File: src/rtl/prio_arbiter_amisha.sv
// Registered N-input priority arbiter with held grants, fixed or round-robin selection.
// Optional hold timeout when PRIO_HOLD_TIMEOUT_EN is defined.
module prio_arbiter_amisha #(
  parameter int N        = 4,
  parameter int IDXW     = 3,
  parameter int MAX_HOLD = 16
) (
  input  logic            clk_amisha,
  input  logic            reset_amisha,
  input  logic [N-1:0]    req_amisha,
  input  logic            rr_mode_amisha,
  output logic [IDXW-1:0] y_amisha,
  output logic [N-1:0]    grant_amisha,
  output logic            valid_amisha
);

  typedef enum logic {IDLE, BUSY} state_e;

  state_e          state_q, state_d;
  logic [IDXW-1:0] y_q, y_d, ptr_q, ptr_d, win;
  logic [N-1:0]    grant_q, grant_d, arb_req;
  logic            valid_q, valid_d, do_arb, timeout;

`ifdef PRIO_HOLD_TIMEOUT_EN
  localparam int CW = $clog2(MAX_HOLD + 1);
  logic [CW-1:0] cnt_q, cnt_d;
`endif

  // Returns the 1-based winning index, 0 when r is empty. Round-robin searches
  // downward from ptr-1, wrapping from 1 to N; ptr 0 or 1 both start at N.
  function automatic logic [IDXW-1:0] pick(input logic [N-1:0] r, input logic rr,
                                           input logic [IDXW-1:0] ptr);
    logic [IDXW-1:0] w;
    logic            found;
    int              start, idx;
    w     = '0;
    found = 1'b0;
    if (!rr) begin
      for (int k = 1; k <= N; k++)
        if (r[k-1]) w = IDXW'(k);
    end else begin
      start = (ptr <= IDXW'(1)) ? N : int'(ptr) - 1;
      for (int i = 0; i < N; i++) begin
        idx = start - i;
        if (idx < 1) idx = idx + N;
        if (!found && r[idx-1]) begin
          w     = IDXW'(idx);
          found = 1'b1;
        end
      end
    end
    return w;
  endfunction

  always_comb begin
    state_d = state_q;
    y_d     = y_q;
    grant_d = grant_q;
    valid_d = valid_q;
    ptr_d   = ptr_q;
    arb_req = req_amisha;
    do_arb  = 1'b0;
    timeout = 1'b0;
`ifdef PRIO_HOLD_TIMEOUT_EN
    cnt_d   = cnt_q;
`endif

    if (state_q == IDLE || (req_amisha & grant_q) == '0) begin
      do_arb = 1'b1;
    end else begin
`ifdef PRIO_HOLD_TIMEOUT_EN
      if (cnt_q == CW'(MAX_HOLD)) begin
        do_arb  = 1'b1;
        timeout = 1'b1;
        arb_req = req_amisha & ~grant_q;
      end else begin
        cnt_d = cnt_q + 1'b1;
      end
`endif
    end

    win = pick(arb_req, rr_mode_amisha, ptr_q);

    if (do_arb) begin
      if (win != '0) begin
        state_d = BUSY;
        y_d     = win;
        grant_d = N'(1) << (win - 1'b1);
        valid_d = 1'b1;
        ptr_d   = win;
`ifdef PRIO_HOLD_TIMEOUT_EN
        cnt_d   = CW'(1);
`endif
      end else if (timeout) begin
        // Nobody else is asking: the current grantee keeps it with a fresh count.
        ptr_d   = y_q;
`ifdef PRIO_HOLD_TIMEOUT_EN
        cnt_d   = CW'(1);
`endif
      end else begin
        state_d = IDLE;
        y_d     = '0;
        grant_d = '0;
        valid_d = 1'b0;
      end
    end
  end

  always_ff @(posedge clk_amisha) begin
    if (reset_amisha) begin
      state_q <= IDLE;
      y_q     <= '0;
      grant_q <= '0;
      valid_q <= 1'b0;
      ptr_q   <= '0;
`ifdef PRIO_HOLD_TIMEOUT_EN
      cnt_q   <= '0;
`endif
    end else begin
      state_q <= state_d;
      y_q     <= y_d;
      grant_q <= grant_d;
      valid_q <= valid_d;
      ptr_q   <= ptr_d;
`ifdef PRIO_HOLD_TIMEOUT_EN
      cnt_q   <= cnt_d;
`endif
    end
  end

  assign y_amisha     = y_q;
  assign grant_amisha = grant_q;
  assign valid_amisha = valid_q;

endmodule

File: config.mk
export PLATFORM = sky130hd
export DESIGN_NAME = prio_arbiter_amisha
export DESIGN_NICKNAME = d
export VERILOG_FILES = /design/src/rtl/prio_arbiter_amisha.sv
export SDC_FILE = /design/constraint.sdc
export NUM_CORES = 1
export LEC_CHECK = 0
export BUFFER_PORTS_ARGS = -buffer_cell sky130_fd_sc_hd__buf_4
export CORE_MARGIN = 2
export CORE_UTILIZATION = 55
export CTS_CLUSTER_SIZE = 40
export DETAILED_ROUTE_END_ITERATION = 8
export PLACE_DENSITY_LB_ADDON = 0.25
export SETUP_SLACK_MARGIN = 0.3
export SLEW_MARGIN = 15
export SYNTH_ARGS = -nofsm -noshare
export SYNTH_HDL_FRONTEND = slang
export SYNTH_SLANG_ARGS = --single-unit
File: constraint.sdc
create_clock -name clk_amisha -period 8.4 [get_ports clk_amisha]
set_clock_uncertainty 0.1 [all_clocks]
set_input_delay 0.42 -clock clk_amisha [delete_from_list [all_inputs] [get_ports clk_amisha]]
set_output_delay 0.42 -clock clk_amisha [all_outputs]
set_load 0.02 [all_outputs]
After elaboration in Yosys (flattened, before gate mapping)
Index checks and enable logic that the tools add are counted.

word-level totals
  bits of input ports = 7
  bits in registers = 11

cells by class
  reductions and logical operators = 10
  order comparisons = 9
  shifts and indexed selects = 1
  bitwise gates (word level) = 2
  muxes and demuxes = 40
  add/sub/neg operators = 13

operators by type and width
  kind                                                                    number
  32-bit 2-to-1 mux                                                       9
  32-bit by 2-bit subtractor with 32-bit output (second input constant)   5
  32-bit by 4-bit adder with 32-bit output (second input constant)        4
  32-bit by 2-bit < comparator with 1-bit output (second input constant)  4
  32-bit by 4-bit < comparator with 1-bit output (second input constant)  4
  32-bit by 3-bit subtractor with 32-bit output (second input constant)   2
  3-bit 2-to-1 mux                                                        9
  1-bit 2-to-1 mux                                                        17
  1-bit binary-select mux with 2-bit select                               4
  4-bit AND                                                               1
  4-bit zero test                                                         1
  4-bit 2-to-1 mux                                                        1
  1-bit by 3-bit << shifter with 4-bit output (first input constant)      1
  3-bit by 1-bit subtractor with 4-bit output (second input constant)     1
  3-bit by 1-bit <= comparator with 1-bit output (second input constant)  1
  1-bit logical AND                                                       3
  1-bit zero test                                                         3
  3-bit nonzero test                                                      1
  3-bit by 1-bit subtractor with 3-bit output (second input constant)     1
  2-bit AND reduction                                                     1
  1-bit logical OR                                                        1
  1-bit inverter                                                          1

Logic depth before layout (Yosys ltp)
  depth after elaboration = 26
  mapped depth = 16
  mapped depth without buffers = 15

Worst setup path before layout
OpenSTA, ideal clock, no wires.

  path kind = register to register
  from = reg ptr_q[0]
  to = reg ptr_q[2]
  library setup time = 0.122 ns
  cell stages (with the launch flop) = 11
  clock period less this slack = 3.000 ns
  required time = 8.178 ns
  setup slack = 5.400 ns
  arrival = 2.778 ns
  path through = dfxtp_1 -> inv_1 -> ha_1 -> o21bai_4 -> ha_1 -> clkbuf_1 -> a31o_1 -> and4b_4 -> nor4_4 -> nor2_1 -> a221o_1

on the way
  longest elaborated chain between the ends = 25
  elaborated cells between the ends (all ways) = 57

ends and longest elaborated chain
  item                                                                                                           RTL line  text
  from (decl)                                                                                                    20        logic [IDXW-1:0] y_q, y_d, ptr_q, ptr_d, win;
  from (signal assigned)                                                                                         124       ptr_q <= ptr_d;
  3-bit by 1-bit subtractor with 4-bit output or 3-bit by 1-bit <= comparator with 1-bit output (tied branches)  42        start = (ptr <= IDXW'(1)) ? N : int'(ptr) - 1;
  32-bit 2-to-1 mux (*)                                                                                          42
  branches (longest 19 deep; another with 32-bit by 2-bit subtractor with 32-bit output)                         n/a
  3-bit 2-to-1 mux (*)                                                                                           46        if (!found && r[idx-1]) begin
  3-bit 2-to-1 mux (*)                                                                                           38        if (!rr) begin
  3-bit nonzero test                                                                                             85        if (win != '0) begin
  2-bit AND reduction (no line)                                                                                  n/a

Mark *: on every way between the ends. The select of a mux whose other input is x is not followed.
A chain may end at the register's enable or synchronous reset.

Final worst setup path
  from = reg ptr_q[1]
  to = reg ptr_q[0]

The elaborated chain is that of the path after synthesis.

==> flow_summary.ini <==
[run_status]
outcome = finished, final reports clean

[power_and_ir_drop]
p_sw_mw = 0.317
p_total_mw = 0.590
p_comb_share_pct = 76.7
swShare_pct = 53.7
leakage_nw = 0.540
pwr-share-clk_pct = 6.3
cellPowerDensity_nw_per_um2 = 425
seqPwrFrac_pct = 17.1
ir_drop_uv = 250
cellInternalPower_mw = 0.273

[cts]
ctsHoldBuffers = 0
clk_pin_slew_ns = 0.07
clock_path_buffers = 2
cts-root-buf = clkbuf_4
cts_buffers = 3
cts_resized = 0
cts_tree = yes
htree_levels = 1
clock-sinks = 11
cts_setup_buffers = 0
worst_skew_pair.late_latency_ns = 0.27

[setup_path]
cp_data_arrival_time_ns = 3.57
cp.required_ns = 8.49
cp_slowest_cell = dfxtp_1
slowest_delay_ns = 0.63
endpoint_kind = flip-flop
r2r_cells = 10
setup.worst_path.start_class = flip-flop
critPathKind = reg -> reg
crit_chain = inv_1, ha_1, o21bai_4, ha_1, a221oi_2, a31o_1, a211oi_1, o21ai_1, nand2_1, a221oi_2
critPathMaxFanout = 12

[logic_synthesis]
synth_warnings = 0
synthCells = 162
ys_ff_latch = 11
synth_seq_area_share_pct = 17.4
avgSynthCellArea_um2 = 7.81
yosysUniqueCellTypes = 55
synth-async-reset-ratio_pct = 0
synth_flop_cell = dfxtp_1
synth-edff-count = 0
syn-cell-area_um2 = 1260

[finish]
layout_common_cells = 22 x nand2_1, 16 x nor2_1, 14 x buf_4, 11 x dfxtp_1, 10 x ha_1
fill_cells = 189
antennaDiodeCount = 0
area_growth_pct = 9.69
nNetsFinal = 191
final_common_cell = nand2_1
layout-drive-gt1-share_pct = 20.2

[global_route]
grt_pass1_wl_um = 5630
grt_pass1_vias = 1209
grt_max_degree = 16
grt.met3_usage_pct = 2.30
use_met2_pct = 47.7
antenna_found_initial = 0
grt_use_total_pct = 26.8
grt_overflow = 0
busiest_layer = met2
grt_use_met1_pct = 34.2

[detailed_routing]
ant_nets = 0
vias_per_cell = 6.34
first_iter_violations = 49
wl_per_cell_um = 16.0
vias = 1275
drc = 0
wirelength_um = 3220
drt_pass1_iterations = 4

[timing]
finalCriticalPeriod_ns = 3.48
setup_viol = 0
timing.slew.headroom_pct = 63.2
post-route-period-util_pct = 41.5
rsz0062_at_grt = false
setup-tns-final_ns = 0
final_hold_viol_count = 0
worst_pin_slew_ns = 0.550
setup_slack_ns = 4.92
slew_violations = 0
fmax_mhz = 287

[floorplanning]
dieHeight_um = 52.0
ios = 15
coreArea_um2 = 2190
initial_core_util_pct = 57.7
die-area_um2 = 2700
die_x_um = 52.0
floorplan.rows = 17

[placement]
place_ws_ns = 5.00
dp_hpwl_um = 2420
io_buffer_count = 14
routabilityCongestion = 0.892

[worst_hold_path]
min_delay_path_depth = 2
hp-class = in -> reg

[run]
drv_cap = 0
[synth_stat cells (all sizes together) (4+ instances only)]
cell	number	area, um^2
o21ai	10	53.8
o21bai	4	52.6
nand2	22	82.6
a31oi	4	40.0
nand3b	5	37.5
dfxtp	11	220
ha	10	125
nor2b	7	43.8
clkbuf	7	26.3
nand2b	4	25.0
a21oi	7	35.0
a31o	4	35.0
nor2	17	66.3
[metal layers]
metal | part of all wire (%) | up-vias
li1 | - | 611
met1 | 41 | 596
met2 | 50 | 58
met3 | 7.1 | 10
met4 | 1.9 | 0
met5 | 0 | -
[flip-flops by register name, indices dropped and copies added, names as in the netlist]
name	cells
grant_amisha	4
ptr_q	3
y_amisha	3
valid_amisha	1
[cells by family after synthesis]
logic type      share of synthesized area, %
xor+xnor                                2.08
simple gates                            33.1
compound gates                          31.5
fa+ha+maj                               9.89
other cells                            0.296
buf+inv                                 5.74
flops                                   17.4
[cell type report]
class | instances | area (um^2) | share of cell area, %
Multi-Input combinational cell | 140 | 983 | 70.9
Sequential cell | 11 | 220 | 15.9
Timing Repair Buffer | 14 | 105 | 7.57
Tap cell | 28 | 35.0 | 2.52
Clock buffer | 3 | 22.5 | 1.62
Inverter | 4 | 16.3 | 1.17
Clock inverter | 1 | 5.00 | 0.361
[critical path, delay by kind of cell (launching register included)]
family                     cells  cell delay (ns)
AOI/OAI and AO/OA              6             1.58
adders and majority gates      2             0.82
DFF                            1             0.63
and+or+nand+nor                1             0.17
buffers and inverters          1             0.10
[power by group through the flow]
stage	combinational, mW	clock (mW)	sequential, mW
floorplan	0.353	0	0.105
global placement	0.433	0	0.100
detailed placement	0.444	0	0.101
CTS	0.447	0.0369	0.100
global route	0.496	0.0402	0.105
finish	0.452	0.0369	0.101
[worst paths after layout]
kind	startpoint	endpoint	slack (ns)
max reg2reg	ptr_q[1]	ptr_q[0]	4.92
max	ptr_q[1]	ptr_q[0]	4.92
min	reset_amisha	ptr_q[0]	0.32
min reg2reg	y_amisha[1]	y_amisha[1]	0.36
[through the flow]
| step | util (%) | hold slack (ns) | instance area (um^2) | std cells |
|---|---|---|---|---|
| floorplan | - | 0.435 | 1280 | 165 |
| global placement | 62.1 | 0.346 | 1360 | 197 |
| global route | 63.3 | 0.320 | 1390 | 201 |
| detailed placement | 62.1 | 0.355 | 1360 | 197 |
| finish | 63.3 | 0.315 | 1390 | 201 |
| CTS | 63.3 | 0.310 | 1390 | 201 |
No activity file was read; power rests on OpenSTA's default activity.
